--- src/rtl/ns_gnrl_rsp_router.sv ---
// Response router: in-order index FIFO of accepted grants steering responses back to their owners.
// Optional response timeout built only when NS_RSP_ROUTER_TMO_EN is defined.
module ns_gnrl_rsp_router #(
  parameter int unsigned PORT_NUM   = 8,
  parameter int unsigned OSTD_DEPTH = 4,
  parameter int unsigned DATA_W     = 32,
  parameter int unsigned TMO_CYC    = 256
) (
  input  logic                          clk,
  input  logic                          rst,
  input  logic [PORT_NUM-1:0]           grt_vec,
  input  logic                          grt_acc,
  output logic                          ostd_full,
  output logic                          ostd_empty,
  output logic [$clog2(OSTD_DEPTH):0]   ostd_cnt,
  input  logic                          rsp_vld,
  input  logic [DATA_W-1:0]             rsp_dat,
  output logic                          rsp_rdy,
  output logic [PORT_NUM-1:0]           rsp_vld_vec,
  output logic [DATA_W-1:0]             rsp_dat_o,
  input  logic [PORT_NUM-1:0]           rsp_rdy_vec,
  output logic                          proto_err,
  output logic                          tmo_err
);

  localparam int unsigned IDX_W = (PORT_NUM > 1) ? $clog2(PORT_NUM) : 1;
  localparam int unsigned PTR_W = $clog2(OSTD_DEPTH);
  localparam int unsigned CNT_W = $clog2(OSTD_DEPTH) + 1;

  logic [IDX_W-1:0] fifo [OSTD_DEPTH];
  logic [PTR_W-1:0] wptr;
  logic [PTR_W-1:0] rptr;
  logic [CNT_W-1:0] cnt;
  logic             perr_q;

  logic [IDX_W-1:0] grt_idx;
  logic             grt_found;
  logic             grt_multi;
  logic             push_try;
  logic             push;
  logic             pop;
  logic [IDX_W-1:0] hidx;

  // Lowest set bit wins when the grant is not one-hot.
  always_comb begin
    grt_idx   = '0;
    grt_found = 1'b0;
    for (int unsigned i = 0; i < PORT_NUM; i++) begin
      if (grt_vec[i] && !grt_found) begin
        grt_idx   = IDX_W'(i);
        grt_found = 1'b1;
      end
    end
  end

  assign grt_multi  = |(grt_vec & (grt_vec - PORT_NUM'(1)));
  assign ostd_full  = (cnt == CNT_W'(OSTD_DEPTH));
  assign ostd_empty = (cnt == '0);
  assign ostd_cnt   = cnt;

  assign push_try = grt_acc & (|grt_vec);
  assign push     = push_try & ~ostd_full;

  assign hidx        = fifo[rptr];
  assign rsp_rdy     = ~ostd_empty & rsp_rdy_vec[hidx];
  assign rsp_vld_vec = (rsp_vld & ~ostd_empty) ? (PORT_NUM'(1) << hidx) : '0;
  assign rsp_dat_o   = rsp_dat;
  assign pop         = rsp_vld & rsp_rdy;
  assign proto_err   = perr_q;

  always_ff @(posedge clk) begin
    if (rst) begin
      wptr   <= '0;
      rptr   <= '0;
      cnt    <= '0;
      perr_q <= 1'b0;
      for (int unsigned i = 0; i < OSTD_DEPTH; i++) fifo[i] <= '0;
    end else begin
      if (push) begin
        fifo[wptr] <= grt_idx;
        wptr       <= wptr + PTR_W'(1);
      end
      if (pop) rptr <= rptr + PTR_W'(1);
      case ({push, pop})
        2'b10:   cnt <= cnt + CNT_W'(1);
        2'b01:   cnt <= cnt - CNT_W'(1);
        default: cnt <= cnt;
      endcase
      if ((push & grt_multi) | (push_try & ostd_full) | (rsp_vld & ostd_empty))
        perr_q <= 1'b1;
    end
  end

`ifdef NS_RSP_ROUTER_TMO_EN
  localparam int unsigned TMO_W = (TMO_CYC > 2) ? $clog2(TMO_CYC) : 1;
  localparam logic [TMO_W-1:0] TMO_MAX = TMO_W'(TMO_CYC - 1);

  logic [TMO_W-1:0] tmo_cnt;
  logic             tmo_q;

  always_ff @(posedge clk) begin
    if (rst) begin
      tmo_cnt <= '0;
      tmo_q   <= 1'b0;
    end else begin
      if (ostd_empty || pop)
        tmo_cnt <= '0;
      else if (tmo_cnt != TMO_MAX)
        tmo_cnt <= tmo_cnt + TMO_W'(1);
      if (!ostd_empty && !pop && (tmo_cnt == TMO_MAX))
        tmo_q <= 1'b1;
    end
  end

  assign tmo_err = tmo_q;
`else
  assign tmo_err = 1'b0;
`endif

endmodule
--- config.mk ---
export PLATFORM = sky130hd
export DESIGN_NAME = ns_gnrl_rsp_router
export DESIGN_NICKNAME = d
export VERILOG_FILES = /design/src/rtl/ns_gnrl_rsp_router.sv
export SDC_FILE = /design/constraint.sdc
export NUM_CORES = 1
export LEC_CHECK = 0
export CORE_AREA = 2 2 69 71
export DETAILED_ROUTE_END_ITERATION = 8
export DIE_AREA = 0 0 71 73
export GPL_ROUTABILITY_DRIVEN = 0
export PLACE_DENSITY = 0.8
export RECOVER_POWER = 100
export SETUP_SLACK_MARGIN = 0.1
export SYNTH_ARGS = -nofsm -noshare
export SYNTH_HDL_FRONTEND = slang
export SYNTH_SLANG_ARGS = --single-unit
--- constraint.sdc ---
create_clock -name clk -period 3.2 [get_ports clk]
set_clock_uncertainty 0.1 [all_clocks]
set_input_delay 0.64 -clock clk [delete_from_list [all_inputs] [get_ports clk]]
set_output_delay 0.64 -clock clk [all_outputs]
set_load 0.01 [all_outputs]
Yosys cells after proc, flatten, opt, wreduce, memory -nomap -nowiden
Memories as Yosys holds them, arrays and structs flattened. A register that Yosys moved wholly into a read port is not among the register bits.
Cells that the tools add are included.
Word-level totals
  flip-flop bits (word level): 8
  bits in latches: 0
  RAM bits: 12
  ROM bits: 0
  input bits: 52
  output and inout bits: 48
  memories: 1
Operators by class
  add/subtract/negate cells: 5
  $mul: 0
  divide/modulo/power cells: 0
  order comparisons: 1
  equal/unequal tests: 3
  shifts and indexed selects: 1
  mux-type cells: 28
  bitwise logic cells: 13
  reductions and logical operators: 19
Memories
  fifo: depth 4, width 3, rd ports 1, clocked after Yosys merged registers in 1, write ports 4, line 30  | logic [IDX_W-1:0] fifo [OSTD_DEPTH];
Operator list (count)
  $mux W3: 7
  $reduce_or A8 Y1: 2
  $mux W1: 15
  $and A1 B1 Y1: 8
  $and A8 B8 Y8: 1
  $mux W8: 1
  $shl A1 B3 Y8 const A: 1
  $sub A8 B1 Y8 const B: 1
  $logic_and A1 B1 Y1: 7
  $logic_not A1 Y1: 7
  $mux W2: 3
  $pmux W3 S2: 1
  $add A2 B1 Y2 const B: 2
  $lt A3 B4 Y1 const B: 1
  $add A3 B1 Y3 const B: 1
  $bmux W1 S3: 1
  $eq A3 B3 Y1 const B: 1
  $logic_not A3 Y1: 1
  $reduce_or A3 Y1: 1
  $sub A3 B1 Y3 const B: 1
  $eq A2 B1 Y1 const B: 1
  $eq A2 B2 Y1 const B: 1
  $not A1 Y1: 2
  $or A1 B1 Y1: 2
  $reduce_bool A2 Y1: 1

Longest topological paths before layout
Gate-level depths: netlist (run 1).
  word-level depth: 23
  depth in mapped cells: 10
  gate-level depth less buffers: 10

Worst setup path after synthesis (run 1)
No wires, ideal clock.
  kind: input-to-reg
  from: input grt_vec[1]
  to: register cnt[2], in the netlist ostd_cnt[2]
  arrival: 2.724 ns
  slack: 0.306 ns
  cell stages on the path: 8
  path through: or4_1 o211ai_2 ha_1 inv_1 fa_1 xor2_1 or3_1 a21oi_1
On the way
  longest elaborated chain between the ends: 5
RTL lines
  from (decl): line 11  | input logic [PORT_NUM-1:0] grt_vec,
  $reduce_or A8 Y1 (*): line 61  | assign push_try = grt_acc & (|grt_vec);
  $and A1 B1 Y1 (*): line 61
  $and A1 B1 Y1 (*): line 62  | assign push = push_try & ~ostd_full;
  $eq A2 B1 Y1 or $eq A2 B2 Y1 (tied branches): line 84  | case ({push, pop})
  $pmux W3 S2 or $reduce_bool A2 Y1 (tied branches)
  to (signal assigned): line 85  | 2'b10: cnt <= cnt + CNT_W'(1);
  to (signal assigned): line 86  | 2'b01: cnt <= cnt - CNT_W'(1);
  to (signal assigned): line 87  | default: cnt <= cnt;
  to (decl): line 33  | logic [CNT_W-1:0] cnt;
Mark *: on every way between the ends. The rest lies on a longest branch, timed or not.
A chain may end at the register's enable or synchronous reset.

==> impl_metrics.json, run 1 <==
{
  "wl_um": 3030,
  "place_inst": 243,
  "synth.net_count": 229,
  "firstDrtPassIters": 4,
  "start_kind": "flop",
  "p_switching_mw": 0.353,
  "area_growth_pct": 21.6,
  "grt_usage_pct": 11.9,
  "rsz0062_at_grt": "false",
  "yosysSeqAreaShare_pct": 34.8,
  "setup.worst_path.class": "flop to output pin",
  "netlist_area_um2": 1610,
  "setup.worst_path.end": "rsp_vld_vec[0]",
  "crit_path_max_incr_delay_ns": 0.60,
  "regToRegSetupSlack_ns": 0.27,
  "drt_iter0_drc": 29,
  "power_mw": 1.10,
  "layout-drive-gt1-share_pct": 15.8,
  "yosysTopAreaCellShare_pct": 22.4,
  "route.vias.total": 1198,
  "synthFlopType": "edfxtp_1",
  "clk_path_buf_depth": 2,
  "finalCritPeriodShare_pct": 95.6,
  "grt_pass1_vias": 1128,
  "grt_pass1_wl_um": 4870,
  "h-tree-depth": 1,
  "yosysTopAreaCell": "edfxtp_1",
  "clock-sinks": 22,
  "port_buffers": 34,
  "p_leak_nw": 0.786,
  "viasPerCell": 4.79,
  "critPathSlowestCell": "dlygate4sd3_1",
  "end_kind": "output pin",
  "synthArstFlopShare_pct": 0,
  "swShare_pct": 32.1,
  "die_height_um": 73,
  "grt_max_degree": 16,
  "reg2reg_depth": 10,
  "p_comb_share_pct": 41.8,
  "required_ns": 2.46,
  "hpwl_um": 2460,
  "synth_cells": 175,
  "min_path_type": "flop to flop",
  "diodes": 0,
  "timing.critical_path.cells": "mux4_2, buf_4, or2_1, nor2_1, dlygate4sd3_1",
  "overflow": 0,
  "synth_seq_cells": 22,
  "ios": 100,
  "dieArea_um2": 5180,
  "seqPwrFrac_pct": 35.4,
  "finalHoldViolations": 0,
  "final_max_slew_viol_count": 0,
  "drc": 0,
  "postRouteAntennaNets": 0,
  "rows": 25,
  "antenna_found_initial": 0,
  "synth_common_cells": "buf_4 (33), nor2_1 (33), edfxtp_1 (12)",
  "yosys-top-cells-area": "edfxtp_1 (22%), buf_4 (15%), dfxtp_1 (12%), nor2_1 (7.7%), mux4_2 (4.2%)",
  "pwr-share-clk_pct": 22.8,
  "max-vdd-ir-drop_v": 0.000174,
  "worst_slew_pin_slew_ns": 0.513,
  "p_per_area_nw_per_um2": 562,
  "r2r-end": "ostd_cnt[2]",
  "setup_violations": 0,
  "fmax_mhz": 327,
  "intPower_mw": 0.748,
  "cts-root-buf": "clkbuf_8",
  "cts_tree": "done",
  "cp_data_arrival_time_ns": 2.32,
  "fin_nets": 251,
  "synth_edf_count": 12,
  "yosysUniqueCellTypes": 43,
  "status": "finished, final reports clean",
  "wl_per_cell_um": 12.1,
  "clk_pin_slew_ns": 0.07,
  "slew_headroom_pct": 65.7,
  "start_util_pct": 35.5,
  "fin_crit_ns": 3.06,
  "insertion_delay_ns": 0.26,
  "drv_cap": 0,
  "final_cells": 250,
  "yosysWarningCount": 0,
  "syn-mean-instance-area_um2": 9.21,
  "coreArea_um2": 4540,
  "cts_buffers": 3,
  "crit_fanout": 8,
  "die_x_um": 71
}
critical path, delay by kind of cell (launching register included):
family                 cells  cell delay, ns
buffers and inverters      2            0.79
flip-flops                 1            0.38
multiplexers               1            0.55
AND/OR/NAND/NOR            2            0.34
metal layers:
metal / part of all wire [%] / up-vias / global-route usage [%]
met2: 50 / 37 / 20.7
met3: 5.6 / 15 / 1.93
met4: 4.7 / 0 / 8.81
met1: 40 / 532 / 13.2
met5: 0 / - / 0
li1: - / 614 / -
final cells by class:
cell class,count,area (um^2)
Multi-Input combinational cell,109,766
Sequential cell,22,564
Timing Repair Buffer,51,453
Fill cell,449,2580
Inverter,10,37.5
Clock inverter,1,30.0
Clock buffer,3,41.3
Tap cell,54,67.6
worst min path at each step:
stage / startpoint / end / slack (ns) / cells past startpoint
2_1_floorplan: rptr[1] / flop / 0.43 / 2
3_3_place_gp: proto_err / proto_err / 0.38 / 2
3_5_place_dp: proto_err / proto_err / 0.40 / 2
4_1_cts: proto_err / proto_err / 0.41 / 2
5_1_grt: proto_err / proto_err / 0.45 / 2
6_report: proto_err / proto_err / 0.40 / 2
what timing repair did:
item / CTS / global route
pin swaps: 0 / 1
gates resized for setup: 5 / 1
buffers inserted: 1 / 2
hold buffers: 0 / 0
endpoints found under the setup margin: 1 / 5
flip-flops by register name, summed over array words and instances (netlist names), named ones only:
register / count
proto_err: 1
ostd_cnt: 3
fifo: 12
rptr: 2
wptr: 2
cell families after synthesis:
kind of cell    count (synthesis)  synth area share [%]
fa+ha+maj                       4                  3.26
mux                             9                  9.78
other cells                     1                 0.233
xor+xnor                        4                  2.17
buf+inv                        44                  17.9
compound gates                 28                  13.4
flops                          22                  34.8
simple gates                   63                  18.4
power by group through the flow:
stage,clock [mW],combinational (mW),sequential [mW]
after CTS,0.255,0.480,0.391
after floorplan,0,0.316,0.391
after global routing,0.265,0.507,0.399
final,0.251,0.460,0.390
after detailed placement,0,0.473,0.395
after global placement,0,0.466,0.393
per-stage QoR:
| step | area [um^2] | hold WS [ns] | setup slack [ns] | TNS [ns] | utilization, % |
|---|---|---|---|---|---|
| detailed placement | 1870 | 0.396 | -0.0643 | -0.0643 | 41.3 |
| global placement | 1870 | 0.383 | 0.00888 | 0 | 41.3 |
| CTS | 1960 | 0.411 | 0.149 | 0 | 43.3 |
| finish | 1960 | 0.400 | 0.140 | 0 | 43.2 |
| global route | 1960 | 0.446 | 0.0538 | 0 | 43.2 |
| floorplan | 1610 | 0.425 | 0.306 | 0 | - |
cell usage in the layout (no fill, tap or decap), drive strengths merged, types with 2 or more instances in the layout:
master,count
nor3,3
o21bai,3
maj3,2
nor2,33
edfxtp,12
xnor2,2
o21ai,8
nand2b,8
nand2,6
o22ai,2
clkbuf,8
or3,2
dlygate4sd3,13
nor2b,3
o31ai,2
xor2,2
mux4,4
dfxtp,10
o221ai,2
or4,2
a21oi,5
buf,13
mux2,5
inv,10
clkdlybuf4s50,19
No activity file was read; power rests on OpenSTA's default activity.
==> inputs of run 2 (changes only) <==
--- a/config.mk
+++ b/config.mk
@@ -5,11 +5,11 @@
 export SDC_FILE = /design/constraint.sdc
 export NUM_CORES = 1
 export LEC_CHECK = 0
-export CORE_AREA = 2 2 69 71
+export CORE_AREA = 2 2 67 69
 export DETAILED_ROUTE_END_ITERATION = 8
-export DIE_AREA = 0 0 71 73
+export DIE_AREA = 0 0 69 71
 export GPL_ROUTABILITY_DRIVEN = 0
-export PLACE_DENSITY = 0.8
+export PLACE_DENSITY = 0.84
 export RECOVER_POWER = 100
 export SETUP_SLACK_MARGIN = 0.1
 export SYNTH_ARGS = -nofsm -noshare
==> constraint.sdc (replaced) <==
create_clock -name clk -period 3.9 [get_ports clk]
set_clock_uncertainty 0.1 [all_clocks]
set_input_delay 0.78 -clock clk [delete_from_list [all_inputs] [get_ports clk]]
set_output_delay 0.78 -clock clk [all_outputs]
set_load 0.01 [all_outputs]
==> impl_metrics.json, run 2 (synthesis results as in run 1) <==
{
  "start_util_pct": 38.3,
  "reg2reg_depth": 10,
  "overflow": 0,
  "wl_per_cell_um": 14.2,
  "antenna_found_initial": 0,
  "p_switching_mw": 0.281,
  "largest_reg_flops": 12,
  "slew_headroom_pct": 65.7,
  "postRouteAntennaNets": 0,
  "h-tree-depth": 1,
  "seqPwrFrac_pct": 36.7,
  "wl_um": 3290,
  "fin_crit_ns": 3.51,
  "setup.worst_path.class": "flop to output pin",
  "clock-sinks": 22,
  "regMostFlops": "fifo",
  "setup_tns_ns": 0,
  "die_x_um": 69,
  "status": "finished, final reports clean",
  "ios": 100,
  "met1_usage_pct": 13.3,
  "setup_violations": 0,
  "final_max_slew_viol_count": 0,
  "grt_pass1_wl_um": 5390,
  "diodes": 0,
  "grtUsageMet2_pct": 25.4,
  "post_cts_resized": 0,
  "min_path_type": "flop to flop",
  "cts-root-buf": "clkbuf_8",
  "mostFrequentLayoutCells": "nor2_1 (33), clkdlybuf4s50_1 (17), dlygate4sd3_1 (17), edfxtp_1 (12)",
  "drv_cap": 0,
  "p_comb_share_pct": 39.6,
  "rows": 24,
  "fin_nets": 235,
  "intPower_mw": 0.589,
  "firstDrtPassIters": 4,
  "layout-drive-gt1-share_pct": 6.67,
  "clk_pin_slew_ns": 0.07,
  "layout_commonest_cell": "nor2_1",
  "cp_data_arrival_time_ns": 2.63,
  "holdWs_ns": 0.403,
  "nFillCells": 428,
  "max-vdd-ir-drop_v": 0.000151,
  "busiest_layer": "met2",
  "clk_path_buf_depth": 2,
  "port_buffers": 34,
  "use_met3_pct": 1.85,
  "coreArea_um2": 4200,
  "grt_usage_pct": 13.6,
  "dieArea_um2": 4900,
  "grt_max_degree": 16,
  "hpwl_um": 2710,
  "seqCellArea_um2": 561,
  "finalCritPeriodShare_pct": 89.9,
  "cts_hold_buf": 0,
  "p_per_area_nw_per_um2": 478,
  "viasPerCell": 5.08,
  "start_kind": "flop",
  "cts_setup_buffers": 0,
  "p_leak_nw": 0.707,
  "drc": 0,
  "multi_input_area_um2": 744,
  "whs_path_depth": 2,
  "place_inst": 228,
  "fin_util_pct": 43.4,
  "pwr-share-clk_pct": 23.7,
  "insertion_delay_ns": 0.26,
  "drt_iter0_drc": 35,
  "worst_slew_pin_slew_ns": 0.512,
  "required_ns": 3.02,
  "swShare_pct": 32.3,
  "fmax_mhz": 285,
  "route.vias.total": 1179,
  "die_height_um": 71,
  "crit_fanout": 9,
  "finalHoldViolations": 0,
  "area_growth_pct": 13.1,
  "cts_tree": "done",
  "cts_buffers": 3,
  "rsz0062_at_grt": "false",
  "grt_pass1_vias": 1173,
  "final_cells": 232,
  "end_kind": "output pin"
}
## run 2: layout make-up
cell class	instances	share of cell area, %
clock buffers	3	2.26
clock inverters	1	1.65
well taps	52	3.57
multi-input cells	109	40.8
repair buffers	35	18.9
flip-flops and latches	22	30.7
inverters	10	2.06
## run 2: worst paths after layout
path                  start          end  slack [ns]
setup / recovery       flop      rsp_rdy        0.39
hold / removal    proto_err    proto_err        0.40
setup reg to reg       flop  ostd_cnt[2]        0.61
hold reg to reg   proto_err    proto_err        0.40
## run 2: layer usage
layer / vias up / share of wire (%)
li1: 582 / -
met1: 531 / 36
met2: 39 / 52
met3: 27 / 5.5
met4: 0 / 5.8
met5: - / 0
## run 2: critical path, stage by stage, from the launching register on
cell	delay, ns
dfxtp_1	0.44
mux4_2	0.65
nand2_1	0.18
o221ai_1	0.19
o22a_1	0.24
nor2_1	0.08
dlygate4sd3_1	0.60
## run 2: stage by stage
step           area (um^2)  power (mW)  worst slack (ns)
6_report              1820       0.871             0.394
5_1_grt               1820       0.930             0.161
4_1_cts               1840       0.907             0.403
3_5_place_dp          1770       0.699             0.385
3_3_place_gp          1770       0.690             0.448
2_1_floorplan         1610       0.581             0.866
## run 2: power groups by stage
| stage | clock (mW) | sequential [mW] | combinational (mW) |
|---|---|---|---|
| 2_1_floorplan | 0 | 0.321 | 0.260 |
| 3_5_place_dp | 0 | 0.326 | 0.373 |
| 3_3_place_gp | 0 | 0.324 | 0.366 |
| 6_report | 0.206 | 0.320 | 0.345 |
| 5_1_grt | 0.218 | 0.328 | 0.383 |
| 4_1_cts | 0.212 | 0.321 | 0.375 |
